<file path="src/rtl/decomp_pkg.sv">
// Shared types and constants for the word decompressor.
package decomp_pkg;

   localparam int DEF_WORD_W     = 32;
   localparam int DEF_DICT_DEPTH = 16;

   localparam logic [1:0] CODE_ZZZZ = 2'b00;
   localparam logic [1:0] CODE_XXXX = 2'b01;
   localparam logic [1:0] CODE_MMMM = 2'b10;
   localparam logic [1:0] CODE_EXT  = 2'b11;

   typedef logic [DEF_WORD_W-1:0] dict_word_t;

endpackage

</file>
<file path="src/rtl/decomp_dict_ptr.sv">
// FIFO-replacement write pointer and saturating valid-entry count for the
// decompressor dictionary; also provides the two write target indices.
module decomp_dict_ptr
   import decomp_pkg::*;
#(
   parameter int DICT_DEPTH = DEF_DICT_DEPTH,
   parameter int IDX_W      = $clog2(DICT_DEPTH)
) (
   input  logic             clk,
   input  logic             reset,
   input  logic             i_flush,
   input  logic             i_valid,
   input  logic [1:0]       i_wr_ctrl,
   output logic [IDX_W-1:0] o_wr_idx0,
   output logic [IDX_W-1:0] o_wr_idx1,
   output logic [IDX_W-1:0] o_wr_ptr,
   output logic [IDX_W:0]   o_count,
   output logic             o_full
);

   localparam logic [IDX_W+1:0] DEPTH_EXT = (IDX_W+2)'(DICT_DEPTH);

   logic [IDX_W-1:0] wr_ptr_q;
   logic [IDX_W:0]   count_q;
   logic             full_q;
   logic [1:0]       n_wr;
   logic [IDX_W+1:0] count_sum;
   logic [IDX_W:0]   count_nxt;

   always_comb begin
      n_wr = 2'd0;
      if (i_valid) n_wr = {1'b0, i_wr_ctrl[0]} + {1'b0, i_wr_ctrl[1]};
      count_sum = {1'b0, count_q} + {{IDX_W{1'b0}}, n_wr};
      count_nxt = (count_sum > DEPTH_EXT) ? DEPTH_EXT[IDX_W:0] : count_sum[IDX_W:0];
   end

   // Flush behaves exactly like reset for the bookkeeping state.
   always_ff @(posedge clk) begin
      if (reset || i_flush) begin
         wr_ptr_q <= '0;
         count_q  <= '0;
         full_q   <= 1'b0;
      end else begin
         wr_ptr_q <= wr_ptr_q + {{(IDX_W-2){1'b0}}, n_wr};
         count_q  <= count_nxt;
         full_q   <= ({1'b0, count_nxt} == DEPTH_EXT);
      end
   end

   assign o_wr_idx0 = wr_ptr_q;
   assign o_wr_idx1 = wr_ptr_q + 1'b1;
   assign o_wr_ptr  = wr_ptr_q;
   assign o_count   = count_q;
   assign o_full    = full_q;

endmodule

</file>
<file path="src/rtl/decomp_dict_update.sv">
// Dictionary storage/update stage: writes up to two words per cycle and serves
// two combinational read ports. DICT_WR_BYPASS_EN forwards same-cycle writes.
module decomp_dict_update
   import decomp_pkg::*;
#(
   parameter int WORD_W     = DEF_WORD_W,
   parameter int DICT_DEPTH = DEF_DICT_DEPTH,
   parameter int IDX_W      = $clog2(DICT_DEPTH)
) (
   input  logic              clk,
   input  logic              reset,
   input  logic              i_valid,
   input  logic [1:0]        i_wr_ctrl,
   input  logic [WORD_W-1:0] i_word0,
   input  logic [WORD_W-1:0] i_word1,
   input  logic              i_flush,
   input  logic [IDX_W-1:0]  i_rd_idx0,
   input  logic [IDX_W-1:0]  i_rd_idx1,
   output logic [WORD_W-1:0] o_rd_word0,
   output logic [WORD_W-1:0] o_rd_word1,
   output logic [IDX_W-1:0]  o_wr_ptr,
   output logic [IDX_W:0]    o_count,
   output logic              o_full
);

   logic [WORD_W-1:0]     mem [DICT_DEPTH];
   logic [DICT_DEPTH-1:0] valid_q;
   logic [IDX_W-1:0]      wr_idx0;
   logic [IDX_W-1:0]      wr_idx1;
   logic                  wr_go;
   logic                  we0;
   logic                  we1;
   logic [WORD_W-1:0]     wd0;

   decomp_dict_ptr #(.DICT_DEPTH(DICT_DEPTH), .IDX_W(IDX_W)) u_ptr (
      .clk       (clk),
      .reset     (reset),
      .i_flush   (i_flush),
      .i_valid   (i_valid),
      .i_wr_ctrl (i_wr_ctrl),
      .o_wr_idx0 (wr_idx0),
      .o_wr_idx1 (wr_idx1),
      .o_wr_ptr  (o_wr_ptr),
      .o_count   (o_count),
      .o_full    (o_full)
   );

   // A lone word1 still lands at the pointer slot, so slot 0 takes word1 for ctrl=10.
   assign wr_go = i_valid && !i_flush && !reset;
   assign we0   = wr_go && (i_wr_ctrl != 2'b00);
   assign we1   = wr_go && (i_wr_ctrl == 2'b11);
   assign wd0   = (i_wr_ctrl == 2'b10) ? i_word1 : i_word0;

   always_ff @(posedge clk) begin
      if (we0) mem[wr_idx0] <= wd0;
      if (we1) mem[wr_idx1] <= i_word1;
   end

   always_ff @(posedge clk) begin
      if (reset || i_flush) begin
         valid_q <= '0;
      end else begin
         if (we0) valid_q[wr_idx0] <= 1'b1;
         if (we1) valid_q[wr_idx1] <= 1'b1;
      end
   end

   always_comb begin
      o_rd_word0 = valid_q[i_rd_idx0] ? mem[i_rd_idx0] : '0;
      o_rd_word1 = valid_q[i_rd_idx1] ? mem[i_rd_idx1] : '0;
`ifdef DICT_WR_BYPASS_EN
      // Second target checked last so word1 wins on a double hit.
      if (i_valid && !i_flush) begin
         if (i_wr_ctrl != 2'b00 && i_rd_idx0 == wr_idx0) o_rd_word0 = wd0;
         if (i_wr_ctrl == 2'b11 && i_rd_idx0 == wr_idx1) o_rd_word0 = i_word1;
         if (i_wr_ctrl != 2'b00 && i_rd_idx1 == wr_idx0) o_rd_word1 = wd0;
         if (i_wr_ctrl == 2'b11 && i_rd_idx1 == wr_idx1) o_rd_word1 = i_word1;
      end
`endif
   end

   a_wr_ctrl_known : assert property (@(posedge clk) disable iff (reset)
      i_valid |-> !$isunknown(i_wr_ctrl));

endmodule

</file>
<file path="config.mk">
export PLATFORM = sky130hd
export DESIGN_NAME = decomp_dict_update
export DESIGN_NICKNAME = d
export VERILOG_FILES = /design/src/rtl/decomp_pkg.sv /design/src/rtl/decomp_dict_ptr.sv /design/src/rtl/decomp_dict_update.sv
export SDC_FILE = /design/constraint.sdc
export NUM_CORES = 1
export LEC_CHECK = 0
export ABC_CLOCK_PERIOD_IN_PS = 9900
export CELL_PAD_IN_SITES_DETAIL_PLACEMENT = 1
export CELL_PAD_IN_SITES_GLOBAL_PLACEMENT = 1
export CORE_UTILIZATION = 25
export CTS_CLUSTER_DIAMETER = 200
export DETAILED_ROUTE_END_ITERATION = 16
export GPL_ROUTABILITY_DRIVEN = 0
export PLACE_DENSITY = 0.43
export SLEW_MARGIN = 25
export SYNTH_ARGS = -nofsm -noshare
export SYNTH_HDL_FRONTEND = slang
export SYNTH_SLANG_ARGS = --single-unit
</file>
<file path="constraint.sdc">
create_clock -name clk -period 9.9 [get_ports clk]
set_clock_uncertainty 0.05 [all_clocks]
set_input_delay 1.98 -clock clk [delete_from_list [all_inputs] [get_ports clk]]
set_output_delay 1.98 -clock clk [all_outputs]
set_load 0.05 [all_outputs]
</file>
Word level (Yosys, flattened, before mapping)
Memory sizes are Yosys's and may differ from the RTL's.
Index checks and enable logic that the tools add are counted.
{"block": "word_totals", "out_inout_bits": 74, "memories": 1, "elab_cells": 51, "inputBits": 78, "rom_bits": 0, "latchBits": 0, "ramBits": 512, "register_bits": 26}
{"block": "classes", "n_reduce_logical": 10, "mux": 20, "bitwise": 2, "order_cmp": 7, "mul": 0, "n_addsub": 4, "eq_ne": 3, "div": 0, "shifts": 0}
{"memory": "mem", "depth": 16, "width": 32, "read_ports": 2, "rd_ports_with_merged_regs": 0, "write_ports": 2, "line": "decomp_dict_update.sv:26", "source": "logic [WORD_W-1:0] mem [DICT_DEPTH];"}
{"operator": "$mux 32", "count": 3}
{"operator": "$mux 16", "count": 3}
{"operator": "$or 16x16->16", "count": 2}
{"operator": "$lt 4x5->1 const B", "count": 4}
{"operator": "$bmux 1 s4", "count": 2}
{"operator": "$demux 1 s4", "count": 2}
{"operator": "$ge 4x1->1 const B", "count": 2}
{"operator": "$mux 1", "count": 8}
{"operator": "$add 5x2->6", "count": 1}
{"operator": "$gt 6x5->1 const B", "count": 1}
{"operator": "$logic_and 1x1->1", "count": 6}
{"operator": "$eq 5x5->1 const B", "count": 1}
{"operator": "$mux 5", "count": 1}
{"operator": "$add 4x1->4 const B", "count": 1}
{"operator": "$add 4x2->4", "count": 1}
{"operator": "$eq 2x2->1 const B", "count": 2}
{"operator": "$add 1x1->2", "count": 1}
{"operator": "$logic_not 1->1", "count": 2}
{"operator": "$mux 2", "count": 1}
{"operator": "$reduce_bool 2->1", "count": 1}
{"operator": "$logic_or 1x1->1", "count": 1}

Depth between registers and ports, before layout
{"block": "depth", "word_depth": 9, "mapped_depth": 10, "ltp_nobuf": 10}

Hierarchy
A second synthesis with hierarchy kept.
{"block": "unflattened", "cells_unflattened": 2495, "area_unflattened_um2": 30539.3}
{"mod": "decomp_dict_update", "cells_per_inst": 2434, "area_per_inst_um2": 29965.0, "instances": 1}
{"mod": "decomp_dict_ptr", "cells_per_inst": 61, "area_per_inst_um2": 574.3, "instances": 1}

Least setup slack after synthesis
Ideal clock, no wire load.
{"block": "synth_path", "path_type": "input to output", "startpoint": "input i_rd_idx1[0]", "endpoint": "output o_rd_word1[10]", "t_required_ns": 7.870, "cell_stages": 7, "t_arrival_ns": 4.178, "slack_ns": 3.692, "n_path_buf": 4, "path_cell_list": "buf_6 buf_12 buf_12 buf_4 mux4_2 mux2i_1 a211oi_1"}
{"block": "synth_between", "elab_chain_cells": 3, "elab_cells_between_ends": 4}
{"element": "start: declaration", "line": "decomp_dict_update.sv:18", "source": "input logic [IDX_W-1:0] i_rd_idx1,"}
{"element": "$bmux 1 s4", "line": "decomp_dict_update.sv:70", "source": "o_rd_word1 = valid_q[i_rd_idx1] ? mem[i_rd_idx1] : '0;"}
{"element": "$mux 1 (not written as such)", "line": "decomp_dict_update.sv:70"}
{"element": "$mux 32 *", "line": "decomp_dict_update.sv:70"}
{"element": "end: declaration", "line": "decomp_dict_update.sv:20", "source": "output logic [WORD_W-1:0] o_rd_word1,"}
Mark *: on every way between the ends. The rest lies on a longest branch, timed or not. The select of a mux whose other input is x is not followed.

Final worst setup path
{"block": "layout_path", "startpoint": "input i_rd_idx1[2]", "endpoint": "output o_rd_word1[16]"}
The elaborated chain is that of the path after synthesis.

==> metrics.yaml <==
synth:
  synthCells: 2549
  ys_types: 44
  synth_xor_area_share_pct: 0.141
  synth-simple-area-share_pct: 8.51
  yosys.area_share.adder_pct: 0.315
  ys.warnings.count: 0
  async_flop_share_pct: 0
  syn_area_sq_um: 31000
  synthMuxAreaShare_pct: 22.5
  synth-compound-area-share_pct: 12.3
  ys.flop_type: "edfxtp_1"
  synth_edf_count: 512
  synth_seq_cells: 538
  synth_top_family_by_area: "multiplexers"
  syn_nets: 2634
  yosysSeqAreaShare_pct: 51.3
  postSynthAreaPerCell_sq_um: 12.2
grt:
  antenna_found_initial: 3
  grt_max_degree: 72
  grt_usage_pct: 19.6
  grt_pass1_vias: 23100
  grt-ovfl-total: 0
  grt_pass1_wl_mm: 176
finish:
  synthToLayoutAreaGrowth_pct: 16.9
  final_cell_mix: "519 x nor2_1, 513 x a21oi_1, 512 x edfxtp_1, 259 x mux4_2, 143 x clkdlybuf4s50_1"
  nets: 2616
  layout_commonest_cell: "nor2_1"
  fill_cells: 13200
  diodes: 0
  fin_cells: 4211
  utilization_pct: 29.6
  drive_gt1_share_pct: 18.8
floorplan:
  fp.dieW_microns: 354
  die-area_sq_um: 125000
  core_area_sq_um: 122000
  rows: 128
  fp.dieH_microns: 354
  start_util_pct: 25.3
  pin_count: 152
worst_setup_path:
  arrival_ns: 5.70
  critPathMaxFanout: 62
  crit_cells: 7
  crit_chain: "buf_6 > mux4_2 > mux2_2 > o21ai_4 > buf_4 > a211oi_1 > clkdlybuf4s50_1"
  rrSetupSlack_ns: 5.76
  reg2reg_depth: 6
  critical_path_class: "in2out"
  cpPeakStageDelay_ns: 0.80
  crit_buf_inv: 3
  critPathTopFamily: "buffers and inverters"
  endpoint_kind: "output pin"
  critPathLaunchType: "input port"
  crit_path_end: "o_rd_word1[16]"
  r2r_start: "u_ptr.o_wr_idx0[2]"
  slowest_stage: "clkdlybuf4s50_1"
  crit_start: "i_rd_idx1[2]"
  required_ns: 7.87
  rr_endpoint: "mem[0][18]"
clock_network:
  hold_buffers: 0
  clk_latency_ns: 0.64
  cts_tree: "built"
  cts_max_level: 3
  post_cts_buffers: 0
  cts_buffers: 70
  cts.sinks: 538
  clock_path_buffers: 3
  ctsResizeCount: 0
  root_buffer: "clkbuf_16"
  path_clk_slew_ns: 0.05
place:
  port_buffers: 151
  place_hpwl_mm: 68.0
  placed_cells: 4084
pwr:
  p_leak_uw: 0.0118
  pwr-share-clk_pct: 44.5
  switchingPower_uw: 1470
  switching_share_pct: 25.7
  share_seq_of_total_power_pct: 44.0
  total_power_uw: 5730
  p_per_area_nw_per_um2: 158
  ir_drop_mv: 0.107
  p_int_uw: 4260
  combinationalPowerShare_pct: 11.5
routing:
  drtPass1Iterations: 7
  drt_wl_total_mm: 123
  routedWlPerCell_microns: 29.3
  vias: 22000
  drtIter0Drc: 1678
  drc: 0
  ant_nets: 0
  vias_per_cell: 5.23
sta:
  fmax_ghz: 0.129
  finalCritPeriodShare_pct: 78.1
  hold_violations: 0
  setup_viol: 0
  tns_ns: 0
  relSlewSlack_pct: 27.7
  worstMarginPinSlew_ns: 1.09
  period_minus_slack_ns: 7.73
  hold_ws_ns: 0.434
  slew_viol_final: 0
  rsz0062_at_grt: "no"
outcome:
  status: "complete, no violations"
flow_run:
  max-cap-violations: 0
hold_path:
  min_path_type: "reg2reg"
## synth_stat cells, types with 22 or more instances
master | count | area (sq um)
buf_1 | 36 | 135
nor2_1 | 531 | 1990
buf_4 | 22 | 165
buf_2 | 30 | 150
edfxtp_1 | 512 | 15400
nand2_1 | 22 | 82.6
dfxtp_1 | 26 | 521
mux4_2 | 259 | 5830
a21oi_1 | 513 | 2570
nor2b_1 | 66 | 413
mux2i_1 | 98 | 981
a211oi_1 | 128 | 961
clkbuf_1 | 195 | 732
## cells by family (layout without fill, tap and decap cells)
| logic type | after synthesis | count (layout) |
|---|---|---|
| XOR/XNOR | 5 | 5 |
| AO/OA/AOI/OAI | 677 | 677 |
| AND/OR/NAND/NOR | 643 | 643 |
| multiplexers | 364 | 364 |
| adder cells (fa/ha/maj) | 8 | 8 |
| buffers and inverters | 314 | 351 |
| flip-flops | 538 | 538 |
## flip-flops by register name (all words and copies together) (netlist names)
register	cells
u_ptr.o_full	1
valid_q	16
mem	512
u_ptr.o_count	5
u_ptr.o_wr_idx0	4
## stage by stage
stage	cell area, sq um	setup slack, ns
final	36200	2.17
after global routing	36200	2.13
after CTS	36100	2.18
after detailed placement	33900	2.18
after global placement	33800	2.20
after floorplan	31000	3.69
## per-layer routing
layer	wire length (microns)	GRT usage, %
met2	62100	34.2
met4	1900	4.02
met5	0	0
met1	54700	26.1
met3	4640	2.12
## power by group through the flow
| stage | registers [uW] | logic [uW] | clock network (uW) |
|---|---|---|---|
| final | 2520 | 659 | 2550 |
| after global routing | 2520 | 707 | 2680 |
| after CTS | 2520 | 667 | 2620 |
| after detailed placement | 2570 | 665 | 0 |
| after global placement | 2570 | 653 | 0 |
| after floorplan | 2570 | 444 | 0 |
## how the worst min path moves through the flow
stage | start | to | slack, ns | cells past startpoint
finish | valid_q[12] | valid_q[12] | 0.43 | 1
global route | valid_q[11] | valid_q[11] | 0.46 | 1
CTS | valid_q[12] | valid_q[12] | 0.44 | 1
detailed placement | valid_q[12] | valid_q[12] | 0.42 | 1
global placement | valid_q[15] | valid_q[15] | 0.41 | 1
floorplan | valid_q[14] | valid_q[14] | 0.40 | 1
## worst reg2reg max path, stage by stage, from the launching register on
cell     delay (ns)
dfxtp_1        0.68
nand2_1        0.42
nor2_1         0.76
nand3_4        0.54
buf_4          0.56
o31ai_4        0.19
buf_4          0.52
## layout make-up
cell class                 instances  area, sq um  share of cell area (%)
clock buffer                      96         1950                    5.39
multi-input combinational       1697        14000                    38.5
clock inverter                    31          262                   0.722
timing repair buffer             221         2100                    5.80
sequential                       538        15900                    43.9
tap                             1625         2030                    5.61
inverter                           3         11.3                  0.0311
Note: power is estimated with default switching activity, not from simulation.
